--- src/rtl/adc_osr_pkg.sv ---
// Shared definitions for the multi-channel SAR result post-processor.
// Holds the default geometry, the per-channel occupancy states, the filter
// mode encoding and a helper that sizes the channel tag.
package adc_osr_pkg;

    localparam int RESULT_BITS_DEF  = 12;
    localparam int MAX_OSR_LOG2_DEF = 7;
    localparam int NUM_CH_DEF       = 4;

    // EMPTY: no partial window / no IIR seed yet.  FILLING: state is live.
    typedef enum logic {
        CH_EMPTY   = 1'b0,
        CH_FILLING = 1'b1
    } ch_state_t;

    typedef enum logic {
        MODE_DECIM = 1'b0,
        MODE_IIR   = 1'b1
    } filt_mode_t;

    // A single channel still needs a 1-bit tag.
    function automatic int ch_bits(input int n);
        return (n > 1) ? $clog2(n) : 1;
    endfunction

endpackage

--- src/rtl/adc_osr_alu.sv ---
// Combinational next-state datapath shared by all channels.
// Given the (already flush-adjusted) state of the addressed channel and the
// incoming sample, produces the channel's next state, accumulator and
// counter, whether an output is emitted, and the output value.
//   mode       : decimation or IIR
//   osr_mode   : 0 = RESULT_BITS precision, 1 = full OUT_BITS precision
//   k          : window log2 / IIR shift (already clamped)
//   cur_*      : current channel state, accumulator (sum or y), count
//   sample     : raw conversion result
//   next_*     : updated channel state
//   emit       : this sample produces an output
//   out_value  : value to present on the output when emit is set
module adc_osr_alu
    import adc_osr_pkg::*;
#(
    parameter int RESULT_BITS  = RESULT_BITS_DEF,
    parameter int MAX_OSR_LOG2 = MAX_OSR_LOG2_DEF,
    localparam int OUT_BITS    = RESULT_BITS + MAX_OSR_LOG2,
    localparam int CNT_BITS    = MAX_OSR_LOG2 + 1
) (
    input  filt_mode_t             mode,
    input  logic                   osr_mode,
    input  logic [2:0]             k,
    input  ch_state_t              cur_state,
    input  logic [OUT_BITS-1:0]    cur_acc,
    input  logic [CNT_BITS-1:0]    cur_cnt,
    input  logic [RESULT_BITS-1:0] sample,
    output ch_state_t              next_state,
    output logic [OUT_BITS-1:0]    next_acc,
    output logic [CNT_BITS-1:0]    next_cnt,
    output logic                   emit,
    output logic [OUT_BITS-1:0]    out_value
);

    localparam logic [2:0] K_MAX = 3'((MAX_OSR_LOG2 > 7) ? 7 : MAX_OSR_LOG2);

    logic [OUT_BITS-1:0]      sample_ext;
    logic [OUT_BITS-1:0]      x_fix;
    logic [OUT_BITS-1:0]      sum_next;
    logic [CNT_BITS-1:0]      cnt_next;
    logic [CNT_BITS-1:0]      cnt_target;
    logic [2:0]               left_shift;
    logic signed [OUT_BITS:0] diff;
    logic signed [OUT_BITS:0] diff_shifted;
    logic [OUT_BITS-1:0]      y_next;

    always_comb begin
        sample_ext   = OUT_BITS'(sample);
        x_fix        = sample_ext << MAX_OSR_LOG2;
        sum_next     = cur_acc + sample_ext;
        cnt_next     = cur_cnt + CNT_BITS'(1);
        cnt_target   = CNT_BITS'(1) << k;
        left_shift   = K_MAX - k;
        // One extra bit keeps x - y exact before the arithmetic shift.
        diff         = $signed({1'b0, x_fix}) - $signed({1'b0, cur_acc});
        diff_shifted = diff >>> k;
        y_next       = (cur_state == CH_EMPTY) ? x_fix
                                               : cur_acc + diff_shifted[OUT_BITS-1:0];

        next_state = cur_state;
        next_acc   = cur_acc;
        next_cnt   = cur_cnt;
        emit       = 1'b0;
        out_value  = '0;

        if (mode == MODE_IIR) begin
            next_state = CH_FILLING;
            next_acc   = y_next;
            emit       = 1'b1;
            out_value  = osr_mode ? y_next : (y_next >> MAX_OSR_LOG2);
        end else begin
            emit      = (cnt_next == cnt_target);
            out_value = osr_mode ? (sum_next << left_shift) : (sum_next >> k);
            if (emit) begin
                next_state = CH_EMPTY;
                next_acc   = '0;
                next_cnt   = '0;
            end else begin
                next_state = CH_FILLING;
                next_acc   = sum_next;
                next_cnt   = cnt_next;
            end
        end
    end

endmodule

--- src/rtl/adc_osr_filter_mc.sv ---
// Multi-channel post-processor for SAR conversion results: averaging /
// decimation, oversampled sum, or first-order IIR, with independent state
// per channel.
//   clk, rst     : clock, synchronous active-high reset
//   in_valid     : sample strobe; in_ch / in_result qualify it
//   avg_control  : k (window log2 or IIR shift), clamped to MAX_OSR_LOG2
//   iir_enable   : IIR mode (overrides decimation)
//   osr_mode     : 0 = RESULT_BITS precision, 1 = full OUT_BITS precision
//   flush        : clear all channel state and err_ch
//   out_valid    : one-cycle strobe qualifying out_ch / out_result
//   err_ch       : sticky flag, a sample arrived with an out-of-range channel
module adc_osr_filter_mc
    import adc_osr_pkg::*;
#(
    parameter int RESULT_BITS  = RESULT_BITS_DEF,
    parameter int MAX_OSR_LOG2 = MAX_OSR_LOG2_DEF,
    parameter int NUM_CH       = NUM_CH_DEF,
    localparam int OUT_BITS    = RESULT_BITS + MAX_OSR_LOG2,
    localparam int CH_BITS     = ch_bits(NUM_CH)
) (
    input  logic                   clk,
    input  logic                   rst,
    input  logic                   in_valid,
    input  logic [CH_BITS-1:0]     in_ch,
    input  logic [RESULT_BITS-1:0] in_result,
    input  logic [2:0]             avg_control,
    input  logic                   iir_enable,
    input  logic                   osr_mode,
    input  logic                   flush,
    output logic                   out_valid,
    output logic [CH_BITS-1:0]     out_ch,
    output logic [OUT_BITS-1:0]    out_result,
    output logic                   err_ch
);

    localparam int         CNT_BITS = MAX_OSR_LOG2 + 1;
    localparam logic [2:0] K_MAX    = 3'((MAX_OSR_LOG2 > 7) ? 7 : MAX_OSR_LOG2);

    // ---------------- configuration and change detect ----------------
    logic [2:0] k_clamped;
    logic [4:0] cfg_now;
    logic [4:0] cfg_reg;
    logic       do_flush;

    assign k_clamped = (avg_control > K_MAX) ? K_MAX : avg_control;
    assign cfg_now   = {k_clamped, iir_enable, osr_mode};
    // Any live change of the filter setup invalidates every partial window.
    assign do_flush  = flush | (cfg_now != cfg_reg);

    always_ff @(posedge clk) begin
        if (rst) begin
            cfg_reg <= '0;
        end else begin
            cfg_reg <= cfg_now;
        end
    end

    // ---------------- channel decode ----------------
    logic               in_range;
    logic               accept;
    logic               bad_ch;
    logic [CH_BITS-1:0] sel;

    assign in_range = (32'(in_ch) < NUM_CH);
    assign accept   = in_valid & in_range;
    assign bad_ch   = in_valid & ~in_range;
    assign sel      = in_range ? in_ch : '0;

    // ---------------- per-channel state ----------------
    ch_state_t           state_reg [NUM_CH];
    logic [OUT_BITS-1:0] acc_reg   [NUM_CH];
    logic [CNT_BITS-1:0] cnt_reg   [NUM_CH];

    ch_state_t           cur_state;
    logic [OUT_BITS-1:0] cur_acc;
    logic [CNT_BITS-1:0] cur_cnt;
    ch_state_t           state_next;
    logic [OUT_BITS-1:0] acc_next;
    logic [CNT_BITS-1:0] cnt_next;
    logic                emit;
    logic [OUT_BITS-1:0] out_value;
    filt_mode_t          mode;

    // A flush in the same cycle as a sample is applied first, so the sample
    // sees an empty channel and starts a fresh window or seed.
    assign cur_state = do_flush ? CH_EMPTY : state_reg[sel];
    assign cur_acc   = do_flush ? '0       : acc_reg[sel];
    assign cur_cnt   = do_flush ? '0       : cnt_reg[sel];
    assign mode      = iir_enable ? MODE_IIR : MODE_DECIM;

    adc_osr_alu #(
        .RESULT_BITS  (RESULT_BITS),
        .MAX_OSR_LOG2 (MAX_OSR_LOG2)
    ) u_alu (
        .mode       (mode),
        .osr_mode   (osr_mode),
        .k          (k_clamped),
        .cur_state  (cur_state),
        .cur_acc    (cur_acc),
        .cur_cnt    (cur_cnt),
        .sample     (in_result),
        .next_state (state_next),
        .next_acc   (acc_next),
        .next_cnt   (cnt_next),
        .emit       (emit),
        .out_value  (out_value)
    );

    generate
        for (genvar gi = 0; gi < NUM_CH; gi++) begin : g_ch
            always_ff @(posedge clk) begin
                if (rst) begin
                    state_reg[gi] <= CH_EMPTY;
                    acc_reg[gi]   <= '0;
                    cnt_reg[gi]   <= '0;
                end else if (accept && (sel == CH_BITS'(gi))) begin
                    state_reg[gi] <= state_next;
                    acc_reg[gi]   <= acc_next;
                    cnt_reg[gi]   <= cnt_next;
                end else if (do_flush) begin
                    state_reg[gi] <= CH_EMPTY;
                    acc_reg[gi]   <= '0;
                    cnt_reg[gi]   <= '0;
                end
            end
        end
    endgenerate

    // ---------------- output and error registers ----------------
    logic                out_valid_reg;
    logic [CH_BITS-1:0]  out_ch_reg;
    logic [OUT_BITS-1:0] out_result_reg;
    logic                err_reg;

    always_ff @(posedge clk) begin
        if (rst) begin
            out_valid_reg  <= 1'b0;
            out_ch_reg     <= '0;
            out_result_reg <= '0;
            err_reg        <= 1'b0;
        end else begin
            out_valid_reg <= accept & emit;
            if (accept && emit) begin
                out_ch_reg     <= sel;
                out_result_reg <= out_value;
            end
            // Flush clears the flag, but a bad tag in that same cycle re-arms it.
            if (do_flush) begin
                err_reg <= bad_ch;
            end else if (bad_ch) begin
                err_reg <= 1'b1;
            end
        end
    end

    assign out_valid  = out_valid_reg;
    assign out_ch     = out_ch_reg;
    assign out_result = out_result_reg;
    assign err_ch     = err_reg;

endmodule

--- config.mk ---
export PLATFORM = sky130hd
export DESIGN_NAME = adc_osr_filter_mc
export DESIGN_NICKNAME = d
export VERILOG_FILES = /design/src/rtl/adc_osr_pkg.sv /design/src/rtl/adc_osr_alu.sv /design/src/rtl/adc_osr_filter_mc.sv
export SDC_FILE = /design/constraint.sdc
export NUM_CORES = 1
export LEC_CHECK = 0
export ABC_AREA = 1
export ABC_CLOCK_PERIOD_IN_PS = 15550
export BUFFER_PORTS_ARGS = -buffer_cell sky130_fd_sc_hd__buf_2
export CORE_MARGIN = 2
export CORE_UTILIZATION = 45
export CTS_CLUSTER_DIAMETER = 120
export DETAILED_ROUTE_END_ITERATION = 7
export PLACE_DENSITY_LB_ADDON = 0.05
export SETUP_SLACK_MARGIN = 0.3
export SYNTH_ARGS = -nofsm -noshare
export SYNTH_HDL_FRONTEND = slang
export SYNTH_SLANG_ARGS = --single-unit
--- constraint.sdc ---
create_clock -name clk -period 15.55 [get_ports clk]
set_input_delay 1.555 -clock clk [delete_from_list [all_inputs] [get_ports clk]]
set_output_delay 1.555 -clock clk [all_outputs]
set_load 0.005 [all_outputs]
==> results by stage <==
Status:
- The flow ran to the end, and the final reports show no timing, DRC or antenna violations.

Flow run:
- The tool flagged a number of max-cap violations equal to 0.

Floorplan:
- The full die area is 0.0256 mm².
- The horizontal die dimension is between 150 and 200 µm.
- The I/O pin total is 46.
- Measured along the y axis, the die boundary spans roughly 160 µm.
- The placeable core region is between 0.02 and 0.025 mm².
- The number of rows in the core area is 57.
- The initial utilization of the core area, before any placement, comes to between 40% and 50%.

Worst setup path:
- The worst reg2reg path endpoint is acc_reg[3][17]$_SDFFCE_PP0P_.
- The worst setup path is launched from an input pin.
- The worst register-to-register path has a depth of 38.
- The biggest cell delay along the critical path is 930 ps.
- The worst path required time is 15,690 ps.
- The critical path endpoint category is a register.
- The most numerous cell on the critical path is sky130_fd_sc_hd__nand2_1.
- The maximum net fanout on the critical path is 43.
- STA puts the critical path data arrival time at 9060 ps.
- The type of the worst setup path is input pin to register.
- The library cell contributing the largest single delay on the critical path is sky130_fd_sc_hd__nor4_1.
- Setup slack on the worst reg-to-reg path comes out at about 8600 ps.
- In this run the critical register-to-register path is launched from cfg_reg[1]$_SDFF_PP0_.

STA:
- The total negative slack for setup checks is 0 ps.
- The number of slew-limit violations in the final report is 0.
- The number of endpoints with negative hold slack in the final report is 0.
- Headroom to the max-slew limit came out at 26.1%.
- Derived from the worst setup path, the maximum achievable clock frequency is around 110 MHz.
- The count of endpoints failing setup in the final report is 0.
- In the finished design, the share of the clock period the worst path needs comes to a little under three fifths.
- The final clock skew is about 12 ps.
- Setup repair after global routing left no endpoint under its margin.
- The worst path needs between 8000 and 9000 ps of the cycle, external delays included.
- The actual transition at the worst max-transition pin is 1100 ps.

Route:
- The number of DRC markers in iteration 0 is ~1,100.
- For this run, design rule violations remaining after detail routing come to 0.
- The number of nets still failing antenna checks after routing is 0.
- The number of iterations in the first detailed-routing pass is 7.
- The wire length after detailed routing is 38.3 mm.
- Dividing the detail-routed wire length by the instance count gives approximately 20 µm.
- Dividing the detail-routed via count by the number of cells gives about 5.6.
- The final route contains 10,700 vias.

Synthesis:
- Summed over its instances, the top area cell type makes up just over 30% of the synthesized netlist area.
- Synthesis produced a netlist with a net count of between 1,500 and 2,000.
- Of the synthesized area, sequential elements account for between 30% and 40%.
- The yosys synthesis warning count is 0.
- The cell with the most instances after synthesis is sky130_fd_sc_hd__nand2_1.
- The area of the mapped netlist is between 0.01 and 0.015 mm².
- The async set-reset flop share out of synthesis is 0%.
- After synthesis, the mean cell area works out to around 7 µm².
- The cell taking the most area after synthesis is sky130_fd_sc_hd__edfxtp_1.
- Sorting the synthesized cells by how often they occur yields 404 x sky130_fd_sc_hd__nand2_1, 207 x sky130_fd_sc_hd__nor2_1, 154 x sky130_fd_sc_hd__inv_1.
- The number of enable-type register cells in the synthesized netlist is 112.
- The cell count after synthesis is ~1,600.
- The most used flip-flop cell after synthesis is sky130_fd_sc_hd__edfxtp_1.
- The total of flip-flops plus latches after synthesis is 139.
- Yosys attributes the largest share of cell area to sky130_fd_sc_hd__edfxtp_1 31%, sky130_fd_sc_hd__nand2_1 14%, sky130_fd_sc_hd__nor2_1 7.1%.
- The synthesized netlist contains 59 unique library cells.

GRT:
- The met1 usage is 40.8%.
- The number of antenna violations at the first check in global routing was 0.
- The number of global-route vias before repair is between 10,000 and 15,000.
- The pin count of the biggest net entering global routing is between 50 and 60.
- Summed over all layers, the global routing overflow is 0.
- The first global-routing pass estimated a little under 60 mm of wire.
- For met2 alone, demand over resource in global routing was between 40% and 50%.
- In this run the most used layer during global routing was met2.
- For this run, the total global-route usage over all layers was measured as 30.3%.
- The met3 track utilization from global routing is under 10%.

Clocking:
- In this run the deepest clock path goes through 2 buffers.
- The H-tree depth is 4.
- The TritonCTS clock tree is done.
- The root buffer selected by CTS is sky130_fd_sc_hd__clkbuf_16.
- The tree built by TritonCTS fans out to about 140 sinks.
- Post-CTS timing repair inserted 0 buffers for setup.
- TritonCTS created 17 clock buffers.
- The clock input transition at the sequential cells of the worst setup and hold paths is roughly 70 ps.
- The hold buffer count at cts is 0.
- The number of cells upsized or downsized after cts is 0.
- The later pin in the worst-skew pair is clocked with a latency of about 430 ps.

Final layout:
- The total number of nets in the final design is 1,633.
- Registers take a little under 0.004 mm².
- The number of flip-flops in the largest register is between 70 and 80.
- The diode insertion count for antenna repair is 0.
- Of the cells placed in the final design, the portion with a size suffix greater than 1 is approximately 8.4%.
- The multi-input combinational cell area is around 0.0061 mm².
- The finished layout holds around 1,900 standard cells, fillers aside.
- The number of inserted filler cells in the final layout is between 2,000 and 3,000.
- The area added between synthesis and finish is 8.19%.

Power and ir drop:
- In this run the static leakage power is 0.00545 µW.
- The design draws between 900 and 1000 µW.
- The total power divided by cell area is ~83 mW/mm².
- Across the VDD grid, the largest voltage drop is between 0.00005 and 0.00006 V.

Min path:
- The end point of the worst hold path is out_result[13]$_SDFFE_PP0P_.
- Counting instances, the worst hold path has a depth of 2.
- The startpoint of the tightest hold check path is out_result[13]$_SDFFE_PP0P_.
- The class of the tightest hold or removal check is register to register.

Place:
- The HPWL after detailed placement is between 20 and 30 mm.
- The final RePlAce weighted congestion is a little over 0.9.
- In this run the tool buffered the top-level ports with 44 buffer cells.
- The number of placed instances, taps included is 1,869.
## how the worst max path moves through the flow
stage / from / slack (ps) / cells past startpoint / to
6_report: avg_control[0] / 6640 / 39 / acc_reg[3][17]$_SDFFCE_PP0P_
5_1_grt: avg_control[0] / 6120 / 37 / acc_reg[3][14]$_SDFFCE_PP0P_
4_1_cts: avg_control[2] / 6910 / 37 / acc_reg[1][14]$_SDFFCE_PP0P_
3_5_place_dp: avg_control[2] / 6510 / 37 / acc_reg[1][14]$_SDFFCE_PP0P_
3_3_place_gp: avg_control[2] / 6450 / 39 / acc_reg[1][17]$_SDFFCE_PP0P_
2_1_floorplan: avg_control[1] / 9310 / 37 / acc_reg[0][14]$_SDFFCE_PP0P_
## layout by cell type (no fill, tap or decap), types with 7 or more instances in the layout
cell type and count:
sky130_fd_sc_hd__nand2_2 7, sky130_fd_sc_hd__xnor2_1 13, sky130_fd_sc_hd__xor2_1 24, sky130_fd_sc_hd__or2_2 14, sky130_fd_sc_hd__o21ai_1 20, sky130_fd_sc_hd__o21ai_0 98, sky130_fd_sc_hd__nor3_1 10, sky130_fd_sc_hd__nand3_1 150
sky130_fd_sc_hd__nor2_1 207, sky130_fd_sc_hd__buf_4 8, sky130_fd_sc_hd__ha_1 44, sky130_fd_sc_hd__o22ai_1 12, sky130_fd_sc_hd__inv_6 8, sky130_fd_sc_hd__nand4_1 7, sky130_fd_sc_hd__a22oi_1 15, sky130_fd_sc_hd__dfxtp_1 27
sky130_fd_sc_hd__edfxtp_1 112, sky130_fd_sc_hd__clkbuf_16 17, sky130_fd_sc_hd__inv_1 154, sky130_fd_sc_hd__buf_2 44, sky130_fd_sc_hd__nand2_1 404, sky130_fd_sc_hd__a21oi_1 83, sky130_fd_sc_hd__a31oi_1 11, sky130_fd_sc_hd__o211ai_1 7
## worst max-delay path, delay by kind of cell
| kind | cells | cell delay, ps |
|---|---|---|
| buf+inv | 4 | 1660 |
| compound gates | 4 | 880 |
| fa+ha+maj | 2 | 750 |
| simple gates | 29 | 4150 |
## per-layer routing
| metal | up-vias | wire length [µm] |
|---|---|---|
| li1 | 5210 | - |
| met1 | 4988 | 17000 |
| met2 | 411 | 17500 |
| met3 | 71 | 2410 |
| met4 | 0 | 1370 |
| met5 | - | 0 |
## where the power goes
part	switching (µW)	internal, µW	total, µW
logic	123	49.4	172
registers	3.95	408	412
clock network	182	209	391
total	309	667	976
## layout make-up
cell class	instances	share of cell area (%)
multi-input combinational	1188	51.2
sequential	139	33.0
inverter	166	5.33
clock buffer	17	3.60
tap	324	3.43
timing repair buffer	52	2.37
clock inverter	15	1.07
## kinds of logic (layout without fill, tap and decap cells)
logic type | count (synthesis) | in the layout | synth area share [%]
AOI/OAI and AO/OA | 280 | 280 | 14.8
other | 1 | 1 | 0.0343
adders and majority gates | 46 | 46 | 5.40
and+or+nand+nor | 822 | 822 | 31.9
xor gates and xnor gates | 38 | 38 | 3.17
muxes | 1 | 1 | 0.0916
DFF | 139 | 139 | 35.7
buffers and inverters | 236 | 250 | 8.91
## per-stage QoR
step	setup WS, ps	util, %	area (µm²)	hold slack [ps]
floorplan	9310	-	10900	464
global placement	6450	46.8	11300	468
detailed placement	6510	46.8	11300	478
CTS	6910	49.1	11800	489
global route	6120	49.1	11800	520
finish	6640	49.1	11800	485
Note: power is estimated with default switching activity, not from simulation.
